===== src/rtl/proc_pkg.sv =====
`default_nettype none
// ----------------------------------------------------------------------------
// proc_pkg : shared types and widths for the 2-stage core front end
// Rev 1.0
// ----------------------------------------------------------------------------
package proc_pkg;

  localparam int INSTR_W = 32;
  localparam int PC_W    = 32;
  localparam int IMM_W   = 16;
  localparam int JT_W    = 26;

  typedef enum logic [1:0] {
    BOOT  = 2'd0,
    IDLE  = 2'd1,
    WAIT  = 2'd2,
    DRAIN = 2'd3
  } fetch_state_t;

  // Word offset to sign-extended byte offset.
  function automatic logic [PC_W-1:0] sext_imm(input logic [IMM_W-1:0] imm);
    return {{(PC_W-IMM_W-2){imm[IMM_W-1]}}, imm, 2'b00};
  endfunction

endpackage
`default_nettype wire


===== src/rtl/npc_calc.sv =====
`default_nettype none
// ----------------------------------------------------------------------------
// npc_calc : redirect decision and branch/jump target from execute
// Rev 1.0
// ----------------------------------------------------------------------------
module npc_calc
  import proc_pkg::*;
(
  input  logic             ex_resolve,
  input  logic             ex_branch,
  input  logic             ex_zero,
  input  logic             ex_jump,
  input  logic [PC_W-1:0]  ex_pc,
  input  logic [IMM_W-1:0] ex_imm,
  input  logic [JT_W-1:0]  ex_jtarget,
  output logic             taken,
  output logic [PC_W-1:0]  target
);

  logic [PC_W-1:0] pc4;
  logic [PC_W-1:0] btgt;
  logic [PC_W-1:0] jtgt;

  always_comb begin
    pc4    = ex_pc + PC_W'(4);
    btgt   = pc4 + sext_imm(ex_imm);
    jtgt   = {pc4[PC_W-1:PC_W-4], ex_jtarget, 2'b00};
    taken  = ex_resolve && (ex_jump || (ex_branch && ex_zero));
    target = ex_jump ? jtgt : btgt;
  end

endmodule
`default_nettype wire


===== src/rtl/fetch_sequencer.sv =====
`default_nettype none
// ----------------------------------------------------------------------------
// fetch_sequencer : PC owner, req/ack imem fetch, one-entry output slot
// Rev 1.0
// ----------------------------------------------------------------------------
module fetch_sequencer
  import proc_pkg::*;
#(
  parameter int          IMEM_AW  = 6,
  parameter logic [31:0] RESET_PC = 32'h0,
  parameter int          CNT_W    = 16
) (
  input  logic               clk,
  input  logic               rst_n,
  output logic               imem_req,
  output logic [IMEM_AW-1:0] imem_addr,
  input  logic               imem_ack,
  input  logic [INSTR_W-1:0] imem_rdata,
  output logic               if_valid,
  output logic [INSTR_W-1:0] if_instr,
  output logic [PC_W-1:0]    if_pc,
  input  logic               ex_ready,
  input  logic               ex_resolve,
  input  logic               ex_branch,
  input  logic               ex_zero,
  input  logic               ex_jump,
  input  logic [PC_W-1:0]    ex_pc,
  input  logic [IMM_W-1:0]   ex_imm,
  input  logic [JT_W-1:0]    ex_jtarget,
  output logic [PC_W-1:0]    pc,
  output logic [CNT_W-1:0]   flush_cnt
);

  fetch_state_t       state_q, state_d;
  logic [PC_W-1:0]    pc_q, pc_d, pc_inc;
  logic               req_q, req_d;
  logic [IMEM_AW-1:0] addr_q, addr_d;
  logic               valid_q, valid_d;
  logic [INSTR_W-1:0] instr_q, instr_d;
  logic [PC_W-1:0]    ifpc_q, ifpc_d;
  logic [CNT_W-1:0]   cnt_q, cnt_d;
  logic               taken;
  logic [PC_W-1:0]    target;

  npc_calc u_npc_calc (
    .ex_resolve (ex_resolve),
    .ex_branch  (ex_branch),
    .ex_zero    (ex_zero),
    .ex_jump    (ex_jump),
    .ex_pc      (ex_pc),
    .ex_imm     (ex_imm),
    .ex_jtarget (ex_jtarget),
    .taken      (taken),
    .target     (target)
  );

  assign pc_inc = pc_q + PC_W'(4);

  always_comb begin
    state_d = state_q;
    pc_d    = pc_q;
    req_d   = req_q;
    addr_d  = addr_q;
    valid_d = valid_q;
    instr_d = instr_q;
    ifpc_d  = ifpc_q;
    cnt_d   = cnt_q;

    if (valid_q && ex_ready) valid_d = 1'b0;

    unique case (state_q)
      BOOT: state_d = IDLE;
      IDLE: begin
        if (!valid_q || ex_ready) begin
          state_d = WAIT;
          req_d   = 1'b1;
          addr_d  = pc_q[IMEM_AW+1:2];
        end
      end
      WAIT: begin
        if (imem_ack) begin
          // A full, unconsumed slot cannot take the word; it is refetched later.
          if (!valid_q || ex_ready) begin
            valid_d = 1'b1;
            instr_d = imem_rdata;
            ifpc_d  = pc_q;
            pc_d    = pc_inc;
            if (ex_ready) begin
              addr_d = pc_inc[IMEM_AW+1:2];
            end else begin
              state_d = IDLE;
              req_d   = 1'b0;
            end
          end else begin
            state_d = IDLE;
            req_d   = 1'b0;
          end
        end
      end
      DRAIN: begin
        if (imem_ack) begin
          state_d = IDLE;
          req_d   = 1'b0;
        end
      end
    endcase

    if (taken) begin
      pc_d    = target;
      valid_d = 1'b0;
      instr_d = instr_q;
      ifpc_d  = ifpc_q;
      if (cnt_q != {CNT_W{1'b1}}) cnt_d = cnt_q + CNT_W'(1);
      unique case (state_q)
        WAIT: begin
          req_d = 1'b1;
          if (imem_ack) begin
            state_d = WAIT;
            addr_d  = target[IMEM_AW+1:2];
          end else begin
            state_d = DRAIN;
            addr_d  = addr_q;
          end
        end
        IDLE: begin
          state_d = IDLE;
          req_d   = 1'b0;
          addr_d  = addr_q;
        end
        BOOT, DRAIN: ;
      endcase
    end
  end

  always_ff @(posedge clk) begin
    if (!rst_n) begin
      state_q <= BOOT;
      pc_q    <= RESET_PC;
      req_q   <= 1'b0;
      addr_q  <= RESET_PC[IMEM_AW+1:2];
      valid_q <= 1'b0;
      instr_q <= '0;
      ifpc_q  <= '0;
      cnt_q   <= '0;
    end else begin
      state_q <= state_d;
      pc_q    <= pc_d;
      req_q   <= req_d;
      addr_q  <= addr_d;
      valid_q <= valid_d;
      instr_q <= instr_d;
      ifpc_q  <= ifpc_d;
      cnt_q   <= cnt_d;
    end
  end

  assign imem_req  = req_q;
  assign imem_addr = addr_q;
  assign if_valid  = valid_q;
  assign if_instr  = instr_q;
  assign if_pc     = ifpc_q;
  assign pc        = pc_q;
  assign flush_cnt = cnt_q;

endmodule
`default_nettype wire


===== config.mk =====
export PLATFORM = sky130hd
export DESIGN_NAME = fetch_sequencer
export DESIGN_NICKNAME = d
export VERILOG_FILES = /design/src/rtl/proc_pkg.sv /design/src/rtl/npc_calc.sv /design/src/rtl/fetch_sequencer.sv
export SDC_FILE = /design/constraint.sdc
export NUM_CORES = 1
export LEC_CHECK = 0
export ABC_AREA = 1
export CAP_MARGIN = 10
export CORE_MARGIN = 1.5
export CORE_UTILIZATION = 50
export DETAILED_ROUTE_END_ITERATION = 10
export GPL_TIMING_DRIVEN = 1
export HOLD_SLACK_MARGIN = 0.1
export PLACE_DENSITY = 0.84
export SETUP_SLACK_MARGIN = 0.2
export SLEW_MARGIN = 30
export SYNTH_ARGS = -nofsm -noshare
export SYNTH_HDL_FRONTEND = slang
export SYNTH_SLANG_ARGS = --single-unit

===== constraint.sdc =====
create_clock -name clk -period 8.6 [get_ports clk]
set_input_delay 1.29 -clock clk [delete_from_list [all_inputs] [get_ports clk]]
set_output_delay 1.29 -clock clk [all_outputs]
set_load 0.02 [all_outputs]

## Yosys cells after proc, flatten, opt, wreduce, memory -nomap -nowiden

Cells that the tools add are included.

| word-level totals | value |
|---|---|
| word-level logic and storage cells | 69 |
| input bits | 114 |
| bits in read-only memories | 0 |
| register bits after elaboration | 122 |
| memory bits (writable) | 0 |
| bits in latches | 0 |
| output and inout bits | 120 |
| memories kept | 0 |

| operators by class | value |
|---|---|
| bitwise operators | 2 |
| $lt $le $gt $ge | 0 |
| reductions and logical operators | 15 |
| div/mod/pow operators | 0 |
| mux-type cells | 34 |
| add/sub/neg operators | 4 |
| equal/unequal tests | 6 |
| shifts and indexed selects | 0 |
| multipliers | 0 |

Operators with widths:

| operator | number |
|---|---|
| $mux W32 | 5 |
| $add A32 B3 Y32 const B | 2 |
| $mux W6 | 6 |
| $add A32 B32 Y32 | 1 |
| $pmux W6 S2 | 2 |
| $add A16 B1 Y16 const B | 1 |
| $ne A16 B16 Y1 const B | 1 |
| $mux W2 | 6 |
| $mux W1 | 11 |
| $pmux W2 S4 | 1 |
| $reduce_bool A2 Y1 | 3 |
| $eq A2 B2 Y1 const B | 2 |
| $pmux W2 S2 | 1 |
| $reduce_and A2 Y1 | 2 |
| $reduce_and A4 Y1 | 1 |
| $logic_and A1 B1 Y1 | 3 |
| $ne A3 B3 Y1 const B | 1 |
| $pmux W1 S3 | 1 |
| $reduce_and A3 Y1 | 1 |
| $eq A2 B1 Y1 const B | 1 |
| $logic_not A2 Y1 | 1 |
| $logic_or A1 B1 Y1 | 2 |
| $ne A2 B2 Y1 const B | 1 |
| $not A1 Y1 | 2 |
| 3 further kinds | 3 |

## Longest topological paths before layout

Gate-level depths: netlist (run 1).

| depth | value |
|---|---|
| word-level depth | 7 |
| mapped depth | 23 |
| depth with buffers taken out | 23 |

## Modules after synthesis

Synthesis (run 1) repeated with hierarchy kept, for this count alone.

| second synthesis, totals | value |
|---|---|
| cell total of the unflattened synthesis | 1,524 |
| area total of the unflattened synthesis | 9,093.7 um^2 |

By module, submodules not included:

| module | instances | cells an instance | seq. area each (um^2) | area each (um^2) |
|---|---|---|---|---|
| fetch_sequencer | 1 | 887 | 2,442.3 | 5,895.7 |
| npc_calc | 1 | 637 | 0.0 | 3,198.1 |

## Worst setup path before layout (run 1)

Ideal clock, no wire load.

| timing path | value |
|---|---|
| kind | input-to-reg |
| start | in ex_pc[4] |
| end | reg pc_q[30] (netlist: pc[30]) |
| setup slack | 4.982 ns |
| required time | 8.480 ns |
| setup time | 0.120 ns |
| stages on the path | 19 |
| path buffers | 0 |
| arrival time | 3.498 ns |
| cell sequence | inv_1 > nor3_4 > nand3_1 > nor2_1 > nand3_1 > nor3_1 > nand2_1 > xor2_1 > ha_1 > a21oi_1 > o21ai_0 > a21oi_1 > nor2_1 > nor2_1 > nand2_1 > nand2_1 > nand3_1 > nand2_1 > a21oi_1 |

| between the ends | value |
|---|---|
| longest elaborated chain between the ends | 4 |

Ends and longest elaborated chain:

| what | RTL line | source |
|---|---|---|
| from (decl) | fetch_sequencer.sv:27 | `input logic [PC_W-1:0] ex_pc,` |
| $add A32 B3 Y32 * | npc_calc.sv:25 | `pc4 = ex_pc + PC_W'(4);` |
| $add A32 B32 Y32 | npc_calc.sv:26 | `btgt = pc4 + sext_imm(ex_imm);` |
| $mux W32 * | npc_calc.sv:29 | `target = ex_jump ? jtgt : btgt;` |
| $mux W32 * | fetch_sequencer.sv:108 | `if (taken) begin` |
| to (signal assigned) | fetch_sequencer.sv:147 | `pc_q <= pc_d;` |
| to (decl) | fetch_sequencer.sv:35 | `logic [PC_W-1:0] pc_q, pc_d, pc_inc;` |

Mark *: on every way between the ends. The rest lies on a longest branch, timed or not.
A chain may end at the register's enable or synchronous reset.

## Worst setup path in the final report (run 1)

| timing path | value |
|---|---|
| start | in ex_jump |
| end | reg pc_q[3] (netlist: pc[3]) |

| between the ends | value |
|---|---|
| longest elaborated chain between the ends | 4 |
| elaborated cells on any way between the ends | 8 |
| classes of those cells | mux (2); reduce/logical (6) |

Ends and longest elaborated chain:

| what | RTL line | source |
|---|---|---|
| from (decl) | fetch_sequencer.sv:26 | `input logic ex_jump,` |
| $logic_or A1 B1 Y1 | npc_calc.sv:28 | `taken = ex_resolve && (ex_jump \|\| (ex_branch && ex_zero));` |
| $logic_and A1 B1 Y1 | npc_calc.sv:28 |  |
| $reduce_bool A2 Y1 (no source line) | -- |  |
| $reduce_and A3 Y1 (no source line) | -- |  |

Several ways; a longest one is shown, not always the timed one.

==> metrics.md, run 1 <==
| Metric | Value |
|---|---|
| Worst VDD drop | `0.165 mV` |
| Crit-path max FO | `85` |
| Placed cells | `between 1.5k and 2k` |
| CTS Root Cell | `clkbuf_16` |
| Clock Pin Slew Worst Setup and Hold Paths | `approximately 0.06 ns` |
| Syn avg cell area | `between 6 and 7 µm²` |
| Top cell type's share of synthesized area | `28.0%` |
| Total congestion overflow | `0` |
| Final GP Congestion | `0.969` |
| Minimum clock period | `just over 5 ns` |
| Post-synth EDFFs | `0` |
| Synthesis-stage register bit count | `between 100 and 150` |
| PnR worst setup slack | `around 3.5 ns` |
| Final Max Slew Viols | `0` |
| Die ar. | `between 15000 and 20000 µm²` |
| Cell area after layout | `between 10000 and 15000 µm²` |
| Worst skew pair latency | `~0.42 ns` |
| CTS-repair resized insts | `0` |
| Leakage Power | `around 0.0051 µW` |
| Vias/cell | `5.50` |
| Max clock buf depth | `2` |
| Critical Path Start | `ex_jump` |
| Most frequent cells in the layout | `nand2_1 (292), clkdlybuf4s50_1 (232), nor2_1 (227)` |
| Die W | `135 µm` |
| Antenna violations before repair | `0` |
| Final-report hold violation count | `0` |
| Multi-input logic area | `5450 µm²` |
| Post-Syn Nets | `approximately 1.6k` |
| Synth area leaders | `dfxtp_1 (28%), nand2_1 (13%), nor2_1 (9.8%)` |
| Number of global-route vias before repair | `9134` |
| Critical Path AT | `between 5 and 6 ns` |
| HP Start | `imem_addr[0]$_SDFFE_PN0P_` |
| Via count | `10.1k` |
| GRT Util Overall | `31.3%` |
| Initial Util | `50.7%` |
| Fillers | `1555` |
| Fin Setup TNS | `0 ns` |
| Largest area contributor in the netlist | `dfxtp_1` |
| Most common cell after layout, fill and taps aside | `nand2_1` |
| Die height | `135 µm` |
| Post-Route WL | `29200 µm` |
| Fmax | `approximately 200 MHz` |
| Finished Layout Cells | `1843` |
| TritonCTS buffer count | `17` |
| First-pass GRT wire length | `approximately 45000 µm` |
| Clk sinks | `122` |
| Placement Rows | `48` |
| Core box area | `17200 µm²` |
| Setup CP Type | `in2reg` |
| Hold bufs inserted after CTS | `0` |
| H-tree depth reported by CTS | `4` |
| Final ANT Viol Nets | `0` |
| Synth warn | `0` |
| CP startpoint kind | `input pin` |
| Status | `complete, no violations` |
| CTS tree | `built` |
| DR WL/cell | `15.8 µm` |
| Share of cells above drive strength 1 | `3.89%` |
| Initial DRC Count | `919` |
| Max_slew headroom | `between 30% and 40%` |
| Final nets | `1761` |
| Area after DPL | `roughly 11000 µm²` |
| Num ports | `234` |
| Post-Synthesis Cells | `1397` |
| IO buf count | `233` |
| Synthesized area | `just under 9000 µm²` |
| Clock skew | `0.00958 ns` |
| Post-Place Setup Slack | `approximately 3.2 ns` |
| Yosys cell types | `53` |
| Final Cycle Share | `59.4%` |
| FF/Latch Area | `2440 µm²` |
| Main flop type after synthesis | `dfxtp_1` |
| Post-DP HPWL | `roughly 22000 µm` |
| Largest net degree at the start of global routing | `109` |
| Drt pass-1 iters | `5` |
| Reg2reg start | `state_q[0]$_SDFF_PN0_` |
| Data required, critical path | `8.96 ns` |
| Setup violators final | `0` |
| Total of max-cap violations | `0` |
| Min-Delay Path Class | `reg2reg` |
| Setup Fix Bufs, Post-CTS | `0` |
| Synth async-reset ratio | `0%` |
| Diodes inserted | `0` |
| Crit end category | `flip-flop` |
| Layout Area Growth over Synthesis | `35.2%` |
| Pwr/cell area | `151 nW/µm²` |
| RSZ-0062 raised after global routing | `no` |
| Residual DRC | `0` |
| Worst-Margin Slew | `0.941 ns` |
| Post-synthesis sequential area ratio | `between 20% and 30%` |
## kinds of logic (layout without fill, tap and decap cells)
kind of cell,after synthesis,in the layout,share of synthesized area (%)
AND/OR/NAND/NOR,679,679,32.8
multiplexers,1,1,0.115
adder cells (fa/ha/maj),42,42,6.12
XOR/XNOR,57,57,5.82
AO/OA/AOI/OAI,286,286,17.7
buffers and inverters,210,431,9.42
flip-flops,122,122,28.0
## sequential cells by signal, summed over array words and instances, names as in the netlist
register   flops
state_q        2
if_valid       1
imem_req       1
imem_addr      6
if_instr      32
if_pc         32
pc            32
flush_cnt     16
## report_power, final
| group | leakage, µW | internal, µW | switching (µW) |
|---|---|---|---|
| Combinational | 0.00376 | 161 | 227 |
| Clock | 0.000314 | 503 | 276 |
| Sequential | 0.000990 | 583 | 25.8 |
## cells in the mapped netlist, drive strengths merged (2+ instances only)
master	number
nand3b	2
or2	3
nand4	14
o221ai	2
nor3b	2
inv	163
a41oi	2
and3	3
clkbuf	29
ha	41
dfxtp	122
xor2	42
nand2	297
nor2	232
buf	18
xnor2	15
a31oi	7
a21oi	93
and2	2
o21bai	8
o211ai	7
nand3	68
a21o	4
nor3	45
o21ai	148
nor4	11
a22oi	2
o22ai	6
## routing by layer
metal	global-route usage [%]	share of wire, %	wire length, µm
met1	40.7	42	12200
met2	52.8	48	14100
met3	5.26	7.8	2270
met4	10.0	2.1	605
met5	0	0	0
## layout make-up
| type | instances | share of cell area (%) |
|---|---|---|
| Sequential cell | 122 | 20.7 |
| Tap cell | 225 | 2.39 |
| Inverter | 163 | 5.19 |
| Timing Repair Buffer | 236 | 19.9 |
| Clock inverter | 13 | 1.61 |
| Multi-Input combinational cell | 1065 | 46.3 |
| Clock buffer | 19 | 3.84 |
## per-stage QoR
stage               utilization (%)  total power [µW]  hold WS, ns
finish                         68.6              1780        0.469
detailed placement             64.9               999        0.460
global placement               64.9               997        0.458
floorplan                         -               843        0.544
global route                   68.6              1850        0.508
CTS                            68.6              1770        0.470
## worst paths after layout
check	endpoint	slack, ns	depth (start not counted)
setup / recovery	pc[3]$_SDFFE_PN0P_	3.50	11
hold / removal	imem_addr[0]$_SDFFE_PN0P_	0.47	2
setup reg to reg	pc[3]$_SDFFE_PN0P_	5.26	11
hold reg to reg	imem_addr[0]$_SDFFE_PN0P_	0.47	2
## worst max-delay path, cell delays in order
cell and delay [ns]:
clkdlybuf4s50_1 0.75, inv_2 0.73, nand2_2 0.14, nand2_4 0.39
inv_2 0.31, nor2_4 0.17, buf_4 0.57, inv_2 0.56
o22ai_1 0.26, o21ai_0 0.11, inv_1 0.10
Note: power is estimated with default switching activity, not from simulation.
==> run 2, diff against run 1 <==
--- a/config.mk
+++ b/config.mk
@@ -8,11 +8,11 @@
 export ABC_AREA = 1
 export CAP_MARGIN = 10
 export CORE_MARGIN = 1.5
-export CORE_UTILIZATION = 50
+export CORE_UTILIZATION = 45
 export DETAILED_ROUTE_END_ITERATION = 10
 export GPL_TIMING_DRIVEN = 1
 export HOLD_SLACK_MARGIN = 0.1
-export PLACE_DENSITY = 0.84
+export PLACE_DENSITY = 0.8
 export SETUP_SLACK_MARGIN = 0.2
 export SLEW_MARGIN = 30
 export SYNTH_ARGS = -nofsm -noshare
==> constraint.sdc (replaced) <==
create_clock -name clk -period 4.6 [get_ports clk]
set_input_delay 0.69 -clock clk [delete_from_list [all_inputs] [get_ports clk]]
set_output_delay 0.69 -clock clk [all_outputs]
set_load 0.02 [all_outputs]
==> run 2 against run 1 <==
- die area grew 11%
- highest routed layer unchanged
- design area grew 0.81%
- critical endpoint is now pc[20]$_SDFFE_PN0P_
- register-to-register slack lost 3.3 ns
==> metrics.md, run 2 (synthesis results as in run 1) <==
| Metric | Value |
|---|---|
| Final Max Slew Viols | `0 (unchanged)` |
| H-tree depth reported by CTS | `4 (unchanged)` |
| Most frequent cells in the layout | `nand2_1 (292), clkdlybuf4s50_1 (232), nor2_1 (227)` |
| Fin Setup TNS | `0 ns (unchanged)` |
| Finished Layout Cells | `1882 (+2.1%)` |
| Drt pass-1 iters | `6 (+1)` |
| Vias/cell | `5.38 (-2.3%)` |
| Diodes inserted | `0 (unchanged)` |
| Leakage Power | `0.00508 µW (+0.32%)` |
| Num ports | `234 (unchanged)` |
| Initial DRC Count | `922 (+0.33%)` |
| Min-Delay Path Class | `reg2reg` |
| Crit path cell chain | `clkdlybuf4s50_1 -> inv_1 -> nor3_4 -> nand3_1 -> nor2_1 -> nand3_1 -> nor3_1 -> nand2_1 -> xor2_1 -> ha_1 -> a21oi_1 -> o21ai_0 -> a21oi_1 -> nand3_1 -> xor2_1 -> o21ai_0 -> a21oi_1` |
| Layout Area Growth over Synthesis | `36.3%` |
| Top Family by Delay on Critical Path | `simple AND/OR/NAND/NOR gates` |
| Total of max-cap violations | `0 (unchanged)` |
| Share of cells above drive strength 1 | `4.13% (+0.24 points)` |
| Setup Fix Bufs, Post-CTS | `0 (unchanged)` |
| Worst-Margin Slew | `0.808 ns (-0.133 ns)` |
| Die ar. | `20200 µm² (+11%)` |
| Final-report hold violation count | `0 (unchanged)` |
| Placed cells | `1851 (+2.2%)` |
| Placement Rows | `50 (+4.2%)` |
| CTS Root Cell | `clkbuf_16` |
| Antenna violations before repair | `0 (unchanged)` |
| Cell area after layout | `11900 µm² (+0.81%)` |
| Setup violators final | `0 (unchanged)` |
| Data required, critical path | `4.89 ns (-4.07 ns)` |
| RSZ-0062 raised after global routing | `no` |
| Pwr/cell area | `283 nW/µm² (+88%)` |
| Via count | `10.1k (-0.20%)` |
| Setup CP Type | `in2reg` |
| CTS tree | `built` |
| Clock skew | `0.00972 ns (+0.000140 ns)` |
| Status | `complete, no violations` |
| Worst VDD drop | `0.323 mV (+96%)` |
| TritonCTS buffer count | `17 (unchanged)` |
| GRT Util Overall | `29.7% (-1.6 points)` |
| Total congestion overflow | `0 (unchanged)` |
| CTS-repair resized insts | `0 (unchanged)` |
| Die W | `142 µm (+5.3%)` |
| Final GP Congestion | `1.00 (+3.7%)` |
| Worst skew pair latency | `0.41 ns (about the same)` |
| Initial Util | `46.3% (-4.5 points)` |
| Final ANT Viol Nets | `0 (unchanged)` |
| Residual DRC | `0 (unchanged)` |
| Minimum clock period | `3.93 ns` |
| Worst hold stages | `2 (unchanged)` |
| Fmax | `255 MHz` |
| Worst-case reg-to-reg path depth | `9 (-2)` |
| First-pass GRT wire length | `47900 µm (+5.5%)` |
| Post-DP HPWL | `23200 µm (+4.5%)` |
| Largest net degree at the start of global routing | `85 (-22%)` |
| Crit path buf inv count | `2 (-4)` |
| Post-Route WL | `30400 µm (+4.1%)` |
| Critical Path AT | `4.21 ns (-1.25 ns)` |
| Most common cell after layout, fill and taps aside | `nand2_1` |
| Core box area | `18800 µm² (+9.6%)` |
| Worst path depth | `17 (+6)` |
| Number of global-route vias before repair | `9487 (+3.9%)` |
| Hold bufs inserted after CTS | `0 (unchanged)` |
| DR WL/cell | `16.2 µm (+2.0%)` |
| Crit end category | `flip-flop` |
| Max_slew headroom | `46.0% (+8.7 points)` |
| Final Cycle Share | `85.3%` |
| CP startpoint kind | `input pin` |
| Slowest-stage cell, CP | `clkdlybuf4s50_1` |
| Max clock buf depth | `2 (unchanged)` |
| Crit-path max FO | `4 (-95%)` |
| Max stage delay on crit path | `0.53 ns (-0.22 ns)` |
| IO buf count | `233 (unchanged)` |
| Area after DPL | `11200 µm² (+0.73%)` |
| Clock Pin Slew Worst Setup and Hold Paths | `0.06 ns (about the same)` |
| Clk sinks | `122 (unchanged)` |
| Die height | `142 µm (+5.3%)` |
| Final nets | `1766 (+0.28%)` |
run 2: changes by cell type in the layout (fill, tap and decap cells not counted):
cell and delta:
clkinv_2 -2, bufinv_16 +1, clkinv_4 -3, clkbuf_8 -1, buf_4 +6, inv_6 +1, clkinvlp_4 +3, buf_2 -1
run 2: cell type report:
cell class / count / area (µm²)
clock inverters: 13 / 215
repair buffers: 241 / 2390
clock buffers: 18 / 439
well taps: 260 / 325
multi-input cells: 1065 / 5450
inverters: 163 / 612
flip-flops and latches: 122 / 2440
fillers: 1760 / 6950
run 2: path summary, 6_finish.rpt:
| path | start | endpoint | slack, ns |
|---|---|---|---|
| min | imem_addr[0]$_SDFFE_PN0P_ | imem_addr[0]$_SDFFE_PN0P_ | 0.47 |
| max reg2reg | state_q[0]$_SDFF_PN0_ | if_pc[12]$_SDFFE_PN0P_ | 1.95 |
| min reg2reg | imem_addr[0]$_SDFFE_PN0P_ | imem_addr[0]$_SDFFE_PN0P_ | 0.47 |
| max | ex_pc[4] | pc[20]$_SDFFE_PN0P_ | 0.67 |
run 2: worst register-to-register path: cells and delay by family, from the launching register on:
family | cells | cell delay [ns]
compound gates | 2 | 0.43
fa+ha+maj | 1 | 0.24
buf+inv | 3 | 1.01
flops | 1 | 0.34
simple gates | 3 | 0.55
run 2: routing by layer:
metal  wire length, µm  track usage [%]  vias to the layer above
met5                 0                0                        -
met4               775             9.33                        0
met3              1990             4.00                       61
met2             14400             51.0                      414
met1             13300             38.6                     4644
li1                  -                -                     5001
run 2: power by group:
part	switching, µW	internal (µW)	total [µW]
sequential	48.8	1090	1140
clock	517	979	1500
combinational	428	304	732
total	994	2370	3370
run 2: metrics by stage:
stage | worst slack [ns] | hold WS [ns] | power [µW] | utilization (%)
floorplan | 1.58 | 0.544 | 1580 | -
global placement | 0.379 | 0.455 | 1880 | 59.6
detailed placement | 0.309 | 0.460 | 1880 | 59.6
CTS | 0.731 | 0.469 | 3370 | 63.1
global route | 0.467 | 0.488 | 3500 | 63.1
finish | 0.674 | 0.467 | 3370 | 63.1
==> edit, RTL diff (settings of run 2) <==
`instr_q` no longer has a reset.
--- a/src/rtl/fetch_sequencer.sv
+++ b/src/rtl/fetch_sequencer.sv
@@ -139,7 +139,6 @@
       req_q   <= 1'b0;
       addr_q  <= RESET_PC[IMEM_AW+1:2];
       valid_q <= 1'b0;
-      instr_q <= '0;
       ifpc_q  <= '0;
       cnt_q   <= '0;
     end else begin
@@ -148,10 +147,13 @@
       req_q   <= req_d;
       addr_q  <= addr_d;
       valid_q <= valid_d;
-      instr_q <= instr_d;
       ifpc_q  <= ifpc_d;
       cnt_q   <= cnt_d;
     end
+  end
+
+  always_ff @(posedge clk) begin
+    instr_q <= instr_d;
   end
 
   assign imem_req  = req_q;
Check against the original RTL: differs if rst_n is asserted again (counterexample within 4 cycles, from zero or initial values and one cycle with rst_n low); with rst_n held inactive, the same outputs for 4 cycles.
==> edit against run 2 <==
Routed wire length fell by 2.7%; combinational power barely moved; critical path type unchanged; power fell by 2.4%; sequential cell count did not move; area after synthesis fell by 2.2%; synthesized cell count fell by 9.9%; core utilization fell by 0.43 points; first-iteration DRC count fell by 4.1%; clock power fell by 9%; final area fell by 1.7%; maximum frequency rose by 1.4%; largest cell class unchanged; setup slack improved by 0.052 ns.
==> edit: results (changes against run 2) <==
outcome:
  outcome: "finished clean"
global_route:
  grt_use_total: 0.295  # -0.00240
  grt_max_degree: 93  # +9.4%
  grt_pass1_vias: 8938  # -5.8%
logic_synthesis:
  synth_area_leaders: "dfxtp_1, edfxtp_1, nand2_1, o21ai_0, inv_1"
  synth.most_common_cell: "nand2_1"
  ys_types: 57  # +7.5%
  synthTopCellsByCount: "nand2_1, inv_1, nor2_1, o21ai_0, a21oi_1"
  yosysSeqAreaShare: 0.324  # +0.0438
  syn-num-nets: 1415  # -8.9%
routing:
  wl_met2_um: 14500  # +0.93%
  wire_per_inst_um: 17.1  # +5.9%
  drt_first_pass_iters: 8  # +2
  drt_iter0_drc: 884  # -4.1%
pwr:
  swShare: 0.315  # +0.0193
  peakVddDrop_uv: 242  # -25%
placement:
  io_buffers: 233  # unchanged
  hpwl_um: 23100  # -0.54%
  place.gp.congestion: 1.01  # +0.64%
setup_path:
  reg2reg_to: "pc[14]$_SDFFE_PN0P_"
  timing.critical_path.slowest_cell_delay_ns: 0.55  # +0.02 ns
  cp-endpoint: "pc[26]$_SDFFE_PN0P_"
sta:
  max-slew-margin-rel: 0.470  # +0.00997
  skew_ns: 0.0101  # +0.000350 ns
final_layout:
  final_net_count: 1638  # -7.2%
  fillers: 1731  # -1.6%
  drive_above_1_share: 0.0455  # +0.00418
edit: cell types whose count changed in the layout (fill, tap and decap cells not counted), moves of 13 or more:
cell      change
a21oi_1      +19
nor2_1       -78
o21ai_0      -18
nor3_1       -15
nand2_1      -48
dfxtp_1      -32
edfxtp_1     +32
nand4_1      +13
edit: worst min-delay path by stage:
stage / from / end / cells past startpoint
final: imem_addr[4]$_SDFFE_PN0P_ / imem_addr[4]$_SDFFE_PN0P_ / 2
after global routing: imem_addr[4]$_SDFFE_PN0P_ / imem_addr[4]$_SDFFE_PN0P_ / 2
after CTS: imem_addr[4]$_SDFFE_PN0P_ / imem_addr[4]$_SDFFE_PN0P_ / 2
after detailed placement: imem_addr[4]$_SDFFE_PN0P_ / imem_addr[4]$_SDFFE_PN0P_ / 2
after global placement: imem_addr[0]$_SDFFE_PN0P_ / imem_addr[0]$_SDFFE_PN0P_ / 2
after floorplan: imem_addr[0]$_SDFFE_PN0P_ / imem_addr[0]$_SDFFE_PN0P_ / 2
edit: kinds of logic (layout without fill, tap and decap cells):
kind of cell	after synthesis	in the layout	share of synthesized area
AOI/OAI and AO/OA	288	288	0.184
DFF	122	122	0.324
xor gates and xnor gates	57	57	0.0586
and+or+nand+nor	549	549	0.282
adders and majority gates	42	42	0.0625
buffers and inverters	201	437	0.0894
edit: area by class of cell:
type,instances,area [µm²],area share
clock inverters,15,179,0.0153
repair buffers,241,2400,0.205
inverters,164,617,0.0528
clock buffers,17,425,0.0364
flip-flops and latches,122,2760,0.237
multi-input cells,936,5000,0.428
well taps,234,293,0.0251
edit: through the flow:
stage / setup WS [ns] / hold WS (ns) / utilization / instance area, µm² / std cells
3_3_place_gp: 0.397 / 0.459 / 0.594 / 11100 / 1697
3_5_place_dp: 0.340 / 0.462 / 0.594 / 11100 / 1697
6_report: 0.727 / 0.468 / 0.626 / 11700 / 1729
2_1_floorplan: 1.55 / 0.542 / - / 8520 / 1259
5_1_grt: 0.426 / 0.498 / 0.626 / 11700 / 1729
4_1_cts: 0.763 / 0.470 / 0.626 / 11700 / 1729
edit: worst reg2reg max path: stages (launching register included):
cell,delay (ns)
dfxtp_1,0.33
inv_1,0.10
ha_1,0.24
nand2_1,0.14
nor2_1,0.13
inv_1,0.27
nand2_1,0.47
clkinv_1,0.47
a31oi_1,0.31
a21oi_1,0.11
edit: power groups by stage:
stage	sequential [W]	clock [W]	combinational (W)
2_1_floorplan	0.00122	0	0.000385
3_3_place_gp	0.00120	0	0.000715
3_5_place_dp	0.00120	0	0.000717
4_1_cts	0.00118	0.00138	0.000722
5_1_grt	0.00118	0.00143	0.000798
6_report	0.00118	0.00137	0.000731
edit: per-layer routing:
layer / vias up / GRT usage
met5: - / 0
met4: 0 / 0.0992
met3: 64 / 0.0425
met2: 380 / 0.525
met1: 4304 / 0.365
li1: 4654 / -
